--- src/rtl/cpu_types_pkg.sv ---
// Shared CPU types: register index, data word and hazard controller state.
// Also holds the saturating increment used by the hazard perf counters.
package cpu_types_pkg;

  typedef logic [4:0]  regbits_t;
  typedef logic [31:0] word_t;

  typedef enum logic [1:0] {
    RUN     = 2'd0,
    LDSTALL = 2'd1,
    HALT    = 2'd2
  } hazstate_t;

  localparam word_t WORD_MAX = 32'hFFFF_FFFF;

  function automatic word_t sat_inc(input word_t v, input logic en);
    if (en && (v != WORD_MAX)) return v + 32'd1;
    return v;
  endfunction

endpackage

--- src/rtl/hazard_perf.sv ---
// Three saturating event counters for the hazard controller
// (load-use bubbles, dmem freeze cycles, taken-branch flushes).
module hazard_perf
  import cpu_types_pkg::*;
(
  input  logic  CLK,
  input  logic  nRST,
  input  logic  ld_inc,
  input  logic  mem_inc,
  input  logic  flush_inc,
  output word_t ld_cnt,
  output word_t mem_cnt,
  output word_t flush_cnt
);

  always_ff @(posedge CLK or negedge nRST) begin
    if (!nRST) begin
      ld_cnt    <= '0;
      mem_cnt   <= '0;
      flush_cnt <= '0;
    end else begin
      ld_cnt    <= sat_inc(ld_cnt, ld_inc);
      mem_cnt   <= sat_inc(mem_cnt, mem_inc);
      flush_cnt <= sat_inc(flush_cnt, flush_inc);
    end
  end

endmodule

--- src/rtl/hazard_ctrl.sv ---
// Pipeline hazard controller: drives PC and pipeline-register write/flush.
// Define HAZARD_PERF_EN to build the performance counter bank.
//
// state   | meaning
// RUN     | normal flow, load-use detection active
// LDSTALL | one bubble just inserted, load-use detection masked
// HALT    | terminal freeze, left only through nRST
module hazard_ctrl
  import cpu_types_pkg::*;
(
  input  logic     CLK,
  input  logic     nRST,
  input  logic     ihit,
  input  logic     dhit,
  input  logic     memREQ,
  input  logic     memHALT,
  input  logic     brTaken,
  input  logic     exMemRead,
  input  regbits_t exrt,
  input  regbits_t idrsel1,
  input  regbits_t idrsel2,
  output logic     pcW,
  output logic     ifidW,
  output logic     ifidRST,
  output logic     idexW,
  output logic     idexRST,
  output logic     exmemW,
  output logic     exmemRST,
  output logic     memwbW,
  output logic     memwbRST,
  output logic     halted,
  output word_t    ldStallCnt,
  output word_t    memStallCnt,
  output word_t    flushCnt
);

  hazstate_t state, state_nxt;
  logic      dmem_wait, ld_use;

  assign dmem_wait = memREQ && !dhit;
  assign ld_use    = (state == RUN) && exMemRead && (exrt != '0) &&
                     ((exrt == idrsel1) || (exrt == idrsel2));

  always_ff @(posedge CLK or negedge nRST) begin
    if (!nRST) state <= RUN;
    else       state <= state_nxt;
  end

  always_comb begin
    pcW       = 1'b1;
    ifidW     = 1'b1;
    idexW     = 1'b1;
    exmemW    = 1'b1;
    memwbW    = 1'b1;
    ifidRST   = 1'b0;
    idexRST   = 1'b0;
    exmemRST  = 1'b0;
    memwbRST  = 1'b0;
    halted    = 1'b0;
    state_nxt = RUN;
    if (state == HALT) begin
      pcW = 1'b0; ifidW = 1'b0; idexW = 1'b0; exmemW = 1'b0; memwbW = 1'b0;
      halted    = 1'b1;
      state_nxt = HALT;
    end else if (dmem_wait) begin
      // Frozen stages keep any pending branch/halt; MEM/WB gets a bubble.
      pcW = 1'b0; ifidW = 1'b0; idexW = 1'b0; exmemW = 1'b0;
      memwbRST  = 1'b1;
      state_nxt = state;
    end else if (memHALT) begin
      pcW = 1'b0; ifidW = 1'b0; idexW = 1'b0; exmemW = 1'b0;
      state_nxt = HALT;
    end else if (brTaken) begin
      ifidRST = 1'b1;
      idexRST = 1'b1;
    end else if (ld_use) begin
      pcW       = 1'b0;
      ifidW     = 1'b0;
      idexRST   = 1'b1;
      state_nxt = LDSTALL;
    end else if (!ihit) begin
      pcW     = 1'b0;
      ifidRST = 1'b1;
    end
    if (!nRST) begin
      pcW = 1'b0; ifidW = 1'b0; idexW = 1'b0; exmemW = 1'b0; memwbW = 1'b0;
      ifidRST = 1'b0; idexRST = 1'b0; exmemRST = 1'b0; memwbRST = 1'b0;
      halted    = 1'b0;
      state_nxt = RUN;
    end
  end

`ifdef HAZARD_PERF_EN
  logic ld_inc, mem_inc, flush_inc;

  assign mem_inc   = (state != HALT) && dmem_wait;
  assign flush_inc = (state != HALT) && !dmem_wait && !memHALT && brTaken;
  assign ld_inc    = (state != HALT) && !dmem_wait && !memHALT && !brTaken && ld_use;

  hazard_perf u_perf (
    .CLK       (CLK),
    .nRST      (nRST),
    .ld_inc    (ld_inc),
    .mem_inc   (mem_inc),
    .flush_inc (flush_inc),
    .ld_cnt    (ldStallCnt),
    .mem_cnt   (memStallCnt),
    .flush_cnt (flushCnt)
  );
`else
  assign ldStallCnt  = '0;
  assign memStallCnt = '0;
  assign flushCnt    = '0;
`endif

endmodule

--- config.mk ---
export PLATFORM = sky130hd
export DESIGN_NAME = hazard_ctrl
export DESIGN_NICKNAME = d
export VERILOG_FILES = /design/src/rtl/cpu_types_pkg.sv /design/src/rtl/hazard_perf.sv /design/src/rtl/hazard_ctrl.sv
export SDC_FILE = /design/constraint.sdc
export NUM_CORES = 1
export LEC_CHECK = 0
export BUFFER_PORTS_ARGS = -buffer_cell sky130_fd_sc_hd__buf_4
export CORE_MARGIN = 3
export CORE_UTILIZATION = 30
export CTS_BUF_LIST = sky130_fd_sc_hd__clkbuf_8 sky130_fd_sc_hd__clkbuf_16
export CTS_CLUSTER_SIZE = 16
export DETAILED_ROUTE_END_ITERATION = 16
export PLACE_DENSITY = 0.78
export RECOVER_POWER = 100
export SLEW_MARGIN = 20
export SYNTH_ARGS = -nofsm -noshare
export SYNTH_HDL_FRONTEND = slang
export SYNTH_SLANG_ARGS = --single-unit
export TNS_END_PERCENT = 5
--- constraint.sdc ---
create_clock -name CLK -period 1.45 [get_ports CLK]
set_input_delay 0.29 -clock CLK [delete_from_list [all_inputs] [get_ports CLK]]
set_output_delay 0.29 -clock CLK [all_outputs]
set_load 0.03 [all_outputs]
==> impl_results.md, run 1 <==
* Failing checks: setup timing
* Largest cells by area after synthesis: buf_4 (69%), xnor2_1 (8.3%), dfrtp_1 (4.7%)
* Fin crit share at 124%
* Leak Pwr at just under 0.7 nW
* Worst Path Max Fanout at 3
* Pin count of the biggest net entering global routing at 6
* HP Class: in -> reg
* Fmax at between 0.5 and 0.6 GHz
* Worst skew pair latency at approximately 0.21 ns
* Horiz. Die Dim at approximately 65 um
* Cell Area, Synth at roughly 1100 um2
* Routed length per instance at a little over 8 um
* HPWL Detailed at 1700 um
* RSZ-0062 raised after global routing: true
* Pwr Density at roughly 690 nW/um2
* Port buffer count at 31
* Fillcell total at approximately 370
* Total I/O pin count at 129
* DRC marker count from the first detailed-route iteration at 16
* Initial antenna violation count at 0
* Routed vias/inst at approximately 3.2
* Core area at 3200 um2
* Final nets at between 200 and 250
* Maximum VDD drop at about 0.00038 V
* Clock Skew at about 0.0016 ns
* Top reg by flops: state
* Slew Viols, Final at 0
* Root Buffer: clkbuf_8
* Min cycle time layout at 1.80 ns
* Die area at about 4300 um2
* Number of CTS-inserted buffers at 3
* # setup viols final at 9
* Total Routing Usage GR at between 7 and 8%
* Final WS setup at -0.353 ns
* CP cell instances: buf_6 -> or4_4 -> o211ai_4 -> nor2_4 -> a21oi_4 -> buf_6
* Height of the die at around 65 um
* Largest registers: state x2
* Sequential area share after synthesis at 4.72%
* Starting density of the core at between 30% and 40%
* Row count at 20
* Status: finished, violations left
* Cell repeated most along the worst path: buf_6
* Crit Path Class: in -> out
* Final instance area at about 1200 um2
* Worst reg2reg path depth at 5
* Critical Path Sink Type: output port
* CTS H-Tree Depth at 1
* Area leader, netlist: buf_4
* Register bit total from synthesis at 2
* GRT overflow at 0
* Vias in the first global route at 552
* DRC viols at 0
* Yosys warns at 0
* WP depth at 6
* TritonCTS clock tree: done
* Synth top area share at between 60% and 70%
* Crit-path slowest cell: or4_4
* Number of flip-flops in the largest register at 2
* Clock Pin Slew Worst Setup and Hold Paths at approximately 0.03 ns
* Worst EP arrival at ~1.5 ns
* Max Cap Viol at 0
* Endpoints failing hold at 0
* Syn_area_per_cell at approximately 7.4 um2
* Hold slack at between 0.3 and 0.4 ns
* WL final at a little under 2000 um
* Vias at between 700 and 800
* Startpoint types: primary input
* Post-Synthesis Cells at around 140
* # diodes at 0
* Largest stage delay, worst path at 0.54 ns
* Distinct cells, synth at 22
* Layout area overhead at 15.8%
* Crit path max-delay family: simple AND/OR/NAND/NOR gates
* DRT Pass-1 Iters at 4
* Clk buf depth at 2
* Worst EP required at 1.16 ns
* First-pass GRT wire length at between 2000 and 2500 um
* GP Congestion at approximately 0.7
* Sink Count at 2
* Ratio of cells with drive above 1 in the final layout at 31.2%
* Min-Delay Path Depth at 3
* Final antenna-violating net count at 0
* Placed instance area at 1090 um2
* WP buf/inv at 2
[power breakdown]
part	leakage, nW	internal, mW	switching, mW
Clock	0.0216	0.175	0.0430
Combinational	0.646	0.131	0.444
Sequential	0.0268	0.0585	0.00135
Total	0.695	0.365	0.488
[layout make-up]
cell class | instances | area [um2] | share of cell area, %
clock buffer | 3 | 41.3 | 3.36
inverter | 4 | 15.0 | 1.22
multi-input combinational | 136 | 693 | 56.4
sequential | 2 | 50.0 | 4.07
tap | 44 | 55.1 | 4.48
timing repair buffer | 44 | 374 | 30.4
[cells in the mapped netlist, drive strengths merged]
library cell,instances
nor2,5
or2b,1
nand2,5
xnor2,10
a21oi,3
nand2b,1
inv,4
a22oi,1
conb,1
or4,1
o21ai,3
dfrtp,2
buf,98
nand3,2
o22ai,1
or3,1
o31ai,1
nand4b,2
o22a,1
o211ai,1
[final timing paths]
kind                       slack (ns)  endpoint      from
min                              0.35  state[1]   memHALT
min reg2reg                      0.67  state[0]  state[0]
max reg2reg                      0.03  state[0]  state[1]
min in group asynchronous        0.53  state[0]      nRST
max in group asynchronous        0.80  state[1]      nRST
max                             -0.35   ifidRST   exrt[3]
[layer usage]
layer / part of all wire, % / vias up / track usage, % / routed length (um)
met2: 56 / 66 / 14.2 / 1090
met1: 27 / 320 / 7.20 / 530
met5: 0 / - / 0 / 0
met4: 1.1 / 0 / 3.89 / 21
met3: 15 / 2 / 1.37 / 295
li1: - / 348 / - / -
[through the flow]
step / instances / utilization [%] / worst slack, ns / total power, mW / TNS, ns
after floorplan: 240 / - / -0.225 / 0.691 / -0.911
after global placement: 228 / 34.2 / -0.415 / 0.597 / -1.85
after detailed placement: 228 / 34.2 / -0.422 / 0.598 / -1.88
after CTS: 232 / 37.5 / -0.392 / 0.846 / -2.35
after global routing: 233 / 38.4 / -0.455 / 0.903 / -2.97
final: 233 / 38.4 / -0.353 / 0.853 / -2.12
[placed cells by master (no fill, tap or decap)]
| cell type | n |
|---|---|
| nor2_1 | 3 |
| o22a_1 | 1 |
| inv_1 | 3 |
| or2b_1 | 1 |
| nor2_2 | 1 |
| nand3_1 | 2 |
| nand4b_1 | 2 |
| xnor2_1 | 10 |
| or3_4 | 1 |
| conb_1 | 97 |
| o211ai_4 | 1 |
| nand2b_1 | 1 |
| clkbuf_8 | 3 |
| dlygate4sd3_1 | 1 |
| o22ai_1 | 1 |
| buf_6 | 11 |
| dfrtp_1 | 2 |
| o31ai_2 | 1 |
| buf_4 | 32 |
| nand2_2 | 1 |
| nor2_4 | 1 |
| o21ai_2 | 2 |
| inv_2 | 1 |
| o21ai_1 | 1 |
| a21oi_4 | 3 |
| a22oi_1 | 1 |
| or4_4 | 1 |
| nand2_1 | 4 |
[cells by family after synthesis]
logic type	Yosys count	synth area share, %
AO/OA/AOI/OAI	11	6.84
other	1	0.353
XOR/XNOR	10	8.25
buffers and inverters	102	70.8
flip-flops	2	4.72
AND/OR/NAND/NOR	18	9.08
[what timing repair did]
item,CTS,global route
endpoints found under the hold margin,2,0
resized for setup,13,7
pin swaps,3,3
endpoints found under the setup margin,10,10
hold buffers,1,0
buffers inserted,0,2
[worst register-to-register path, stage by stage (launching register included)]
cell and delay [ns]:
dfrtp_1 0.37, nor2_1 0.23, o211ai_4 0.14, buf_6 0.14
or3_4 0.35, o21ai_1 0.12
Power figures use the tool's default switching activity.
==> inputs of run 2 (changes only) <==
--- a/config.mk
+++ b/config.mk
@@ -5,7 +5,7 @@
 export SDC_FILE = /design/constraint.sdc
 export NUM_CORES = 1
 export LEC_CHECK = 0
-export BUFFER_PORTS_ARGS = -buffer_cell sky130_fd_sc_hd__buf_4
+export BUFFER_PORTS_ARGS = -buffer_cell sky130_fd_sc_hd__buf_2
 export CORE_MARGIN = 3
 export CORE_UTILIZATION = 30
 export CTS_BUF_LIST = sky130_fd_sc_hd__clkbuf_8 sky130_fd_sc_hd__clkbuf_16
==> impl_results.md, run 2 (synthesis gave the netlist of run 1 again) <==
* Leak Pwr at between 0.6 and 0.7 nW
* DRC marker count from the first detailed-route iteration at 10
* Routed vias/inst at ~3.2
* TritonCTS clock tree: done
* Combinational share of power at between 60 and 70%
* Sink Count at 2
* Vias in the first global route at around 570
* Sw power at approximately 0.5 mW
* Net Sw Frac at about three fifths
* Max Cap Viol at 0
* GRT overflow at 0
* Final instance area at roughly 1200 um2
* Status: finished, violations left
* Slew Viols, Final at 0
* Row count at 20
* Endpoints failing hold at 0
* Max Used Layer: met4
* Starting density of the core at 33.1%
* Maximum VDD drop at 0.000439 V
* Reg2reg setup slack at -0.05 ns
* Vias at 760
* Clk buf depth at 2
* Final Util at 38.0%
* Layout area overhead at 14.6%
* Crit Path Class: in -> out
* Total Routing Usage GR at 7.28%
* GP Congestion at ~0.70
* # setup viols final at 10
* Initial antenna violation count at 0
* Worst EP arrival at approximately 1.5 ns
* Final WS setup at -0.343 ns
* HPWL Detailed at 1730 um
* Pint at 0.358 mW
* Min cycle time layout at roughly 1.8 ns
* Clock Skew at 0.00147 ns
* Horiz. Die Dim at between 60 and 70 um
* Placed instance area at 1050 um2
* Fillcell total at 359
* Clock share of power at between 20 and 30%
* Routed length per instance at about 8.4 um
* Root Buffer: clkbuf_8
* Worst EP required at about 1.2 ns
* RSZ-0062 raised after global routing: true
* Pin count of the biggest net entering global routing at 6
* Critical Path Sink Type: output port
* Height of the die at 65.5 um
* Fmax at roughly 0.56 GHz
* M1 WL at around 520 um
* Core area at about 3200 um2
* Number of CTS-inserted buffers at 3
* WL met3 at just over 300 um
* Top reg by flops: state
* Worst skew pair latency at about 0.21 ns
* # diodes at 0
* CTS H-Tree Depth at 1
* Clock Pin Slew Worst Setup and Hold Paths at approximately 0.03 ns
* Startpoint types: primary input
* Setup TNS at -2.36 ns
* Largest registers: state x2
* Ratio of cells with drive above 1 in the final layout at ~33%
* Most frequent cells in the layout: conb_1 (97), buf_2 (21), buf_4 (15), buf_6 (11), xnor2_1 (10)
* Number of flip-flops in the largest register at 2
* Met2 wire len at around 1200 um
* Port buffer count at 31
* Total I/O pin count at between 100 and 150
* Die area at 4290 um2
* WL final at 2010 um
* DRC viols at 0
* Fin crit share at 124%
* DRT Pass-1 Iters at 2
* Final nets at ~220
* Seq pwr share at ~7%
* Pwr Density at 702 nW/um2
* First-pass GRT wire length at around 2400 um
* HP Class: in -> reg
* Failing checks: setup timing
* Worst Path Max Fanout at 2
* Final antenna-violating net count at 0
* Final Power at about 0.85 mW
* Most common cell after layout, fill and taps aside: conb_1
-- run 2: cell types whose count changed in the layout (fill, tap and decap cells not counted), sizes merged --
cell    before  now
buf         43   47
clkbuf       3    4
-- run 2: per-layer routing --
metal	vias to the layer above	track usage (%)
met5	-	0
met1	330	6.60
li1	359	-
met2	66	14.4
met4	0	4.66
met3	5	1.37
-- run 2: path summary, 6_finish.rpt --
check                              start  endpoint  depth (start not counted)
worst max-delay path             exrt[1]   idexRST                          6
worst min-delay path                dhit  state[0]                          3
worst max register to register  state[1]  state[0]                          5
worst min register to register  state[1]  state[1]                          3
max in group asynchronous           nRST  state[1]                          3
min in group asynchronous           nRST  state[0]                          3
-- run 2: layout make-up --
class | instances | area (um2) | area share, %
Multi-Input combinational cell | 136 | 699 | 57.5
Timing Repair Buffer | 49 | 355 | 29.2
Tap cell | 44 | 55.1 | 4.53
Sequential cell | 2 | 50.0 | 4.12
Clock buffer | 3 | 41.3 | 3.40
Inverter | 4 | 15.0 | 1.23
-- run 2: power by group through the flow --
stage / clock (mW) / sequential (mW) / combinational, mW
4_1_cts: 0.226 / 0.0600 / 0.552
2_1_floorplan: 0 / 0.0601 / 0.631
6_report: 0.220 / 0.0600 / 0.574
3_3_place_gp: 0 / 0.0604 / 0.519
3_5_place_dp: 0 / 0.0604 / 0.521
5_1_grt: 0.234 / 0.0605 / 0.607
-- run 2: critical path, cell delays in order --
cell and delay [ns]:
buf_6 0.09, or4_4 0.54, o211ai_4 0.22, buf_6 0.13, o31ai_2 0.05, buf_4 0.17
-- run 2: stage by stage --
stage	hold WS, ns	worst slack, ns	instances
global placement	0.190	-0.431	232
global route	0.394	-0.425	238
CTS	0.353	-0.388	236
floorplan	-0.00559	-0.225	240
detailed placement	0.189	-0.444	232
finish	0.372	-0.343	238
-- run 2: what timing repair did --
action | 4_1_cts | 5_1_grt
setup endpoints to repair | 10 | 10
endpoints found under the hold margin | 2 | 0
hold buffers | 1 | 0
resized for setup | 22 | 9
setup buffers | 0 | 2
pin swaps | 1 | 3
==> inputs of run 3 (changes only) <==
--- a/config.mk
+++ b/config.mk
@@ -11,7 +11,7 @@
 export CTS_BUF_LIST = sky130_fd_sc_hd__clkbuf_8 sky130_fd_sc_hd__clkbuf_16
 export CTS_CLUSTER_SIZE = 16
 export DETAILED_ROUTE_END_ITERATION = 16
-export PLACE_DENSITY = 0.78
+export PLACE_DENSITY = 0.79
 export RECOVER_POWER = 100
 export SLEW_MARGIN = 20
 export SYNTH_ARGS = -nofsm -noshare
==> impl_results.md, run 3 (synthesis gave the netlist of run 1 again) <==
* HPWL Detailed at around 1800 um
* Slew Viols, Final at 0
* Worst Hold End: state[0]
* Cell repeated most along the worst path: buf_6
* Area of the multi-input gates at around 700 um2
* Total I/O pin count at approximately 130
* Top reg by flops: state
* Clk buf depth at 2
* Startpoint types: primary input
* FF+latch area at 50.0 um2
* Min cycle time layout at 1.81 ns
* Final instance area at approximately 1200 um2
* Most frequent cells in the layout: conb_1 (97), buf_2 (21), buf_4 (15), buf_6 (12), xnor2_1 (10)
* Root Buffer: clkbuf_8
* TritonCTS clock tree: done
* Starting density of the core at between 30% and 40%
* First-pass GRT wire length at 2530 um
* CP cell instances: buf_6 -> or4_4 -> o211ai_4 -> nor2_4 -> a21oi_4 -> buf_6
* # setup viols final at 10
* Worst skew pair latency at roughly 0.21 ns
* GP Congestion at around 0.71
* Die area at 4290 um2
* WL final at 2140 um
* Vias in the first global route at approximately 570
* Crit Path Class: in -> out
* Fin crit share at 125%
* Worst EP required at 1.16 ns
* FF-to-FF End: state[0]
* Final antenna-violating net count at 0
* Clock Pin Slew Worst Setup and Hold Paths at about 0.030 ns
* Reg2reg setup slack at -0.11 ns
* Routed length per instance at roughly 9 um
* Hold path start: dhit
* RSZ-0062 raised after global routing: true
* Layout area overhead at 15.3%
* Largest registers: state x2
* Ratio of cells with drive above 1 in the final layout at about 34%
* Final nets at roughly 220
* Min-Delay Path Depth at 3
* Crit-path slowest cell: or4_4
* Row count at 20
* Routed vias/inst at between 3 and 4
* Fmax at ~0.55 GHz
* FF-to-FF Start: state[1]
* Horiz. Die Dim at 65.5 um
* Failing checks: setup timing
* Worst Path Max Fanout at 3
* # diodes at 0
* Core area at approximately 3200 um2
* Largest stage delay, worst path at 0.54 ns
* Non-filler instance count after layout at 238
* HP Class: in -> reg
* Dpl cells at between 200 and 250
* Initial antenna violation count at 0
* Pwr Density at roughly 700 nW/um2
* Pre-CTS WS at -0.458 ns
* Endpoints failing hold at 0
* Worst reg2reg path depth at 5
* Critical Path Source: exrt[1]
* Number of CTS-inserted buffers at 3
* Vias at roughly 760
* Critical Path Sink Type: output port
* DRT Pass-1 Iters at 4
* CTS H-Tree Depth at 1
* Most common cell after layout, fill and taps aside: conb_1
* Fillcell total at 356
* Crit path max-delay family: simple AND/OR/NAND/NOR gates
* Clock Skew at ~0.0027 ns
* Sink Count at 2
* Final WS setup at -0.364 ns
* Pin count of the biggest net entering global routing at 6
* Height of the die at 65.5 um
* Final Power at 0.854 mW
* Maximum VDD drop at between 0.0004 and 0.0005 V
* Status: finished, violations left
* DRC viols at 0
* Max Cap Viol at 0
* Total Routing Usage GR at roughly 7.5%
* Port buffer count at 31
* Hold slack at 0.379 ns
* GRT overflow at 0
* Leak Pwr at about 0.70 nW
* DRC marker count from the first detailed-route iteration at 9
* Number of flip-flops in the largest register at 2
* WP buf/inv at 2
* Worst EP arrival at 1.52 ns
* Placed instance area at roughly 1000 um2
run 3: changes by cell type in the layout (fill, tap and decap cells not counted):
cell      before  now
buf_6         11   12
clkbuf_1       1    0
run 3: area by class of cell:
| class | count | area share [%] |
|---|---|---|
| flip-flops and latches | 2 | 4.09 |
| multi-input cells | 136 | 57.2 |
| well taps | 44 | 4.50 |
| clock buffers | 3 | 3.37 |
| inverters | 4 | 1.23 |
| repair buffers | 49 | 29.7 |
run 3: timing repair:
item                       in CTS  in global routing
gates resized for setup        24                  7
setup endpoints to repair      10                 10
pin swaps                       1                  4
hold buffers                    1                  0
hold endpoints to repair        2                  0
setup buffers                   0                  3
run 3: worst max-delay path by stage:
| stage | to | slack [ns] | cells after the start |
|---|---|---|---|
| after floorplan | idexRST | -0.22 | 3 |
| after global placement | ifidW | -0.44 | 6 |
| after detailed placement | ifidW | -0.46 | 6 |
| after CTS | ifidW | -0.40 | 6 |
| after global routing | exmemW | -0.47 | 6 |
| final | ifidW | -0.36 | 6 |
run 3: report_power, final:
group          internal [mW]  switching [mW]
Clock                  0.175          0.0395
Sequential            0.0585         0.00154
Combinational          0.126           0.453
run 3: worst register-to-register path: stages (launching register included):
cell and delay, ns:
dfrtp_1 0.38, nor2_1 0.25, o211ai_4 0.15, buf_6 0.14
or3_2 0.41, o21ai_1 0.14
run 3: layer usage:
layer | part of all wire (%) | vias to the layer above | wire length [um] | track usage [%]
met1 | 27 | 337 | 574 | 7.53
met2 | 59 | 68 | 1260 | 15.2
met4 | 0 | 0 | 0 | 1.55
li1 | - | 357 | - | -
met3 | 14 | 0 | 302 | 1.88
met5 | 0 | - | 0 | 0
run 3: metrics by stage:
step	utilization, %	TNS (ns)
3_5_place_dp	32.5	-2.05
5_1_grt	38.2	-3.56
6_report	38.2	-2.73
2_1_floorplan	-	-0.911
4_1_cts	36.7	-2.42
3_3_place_gp	32.5	-1.96
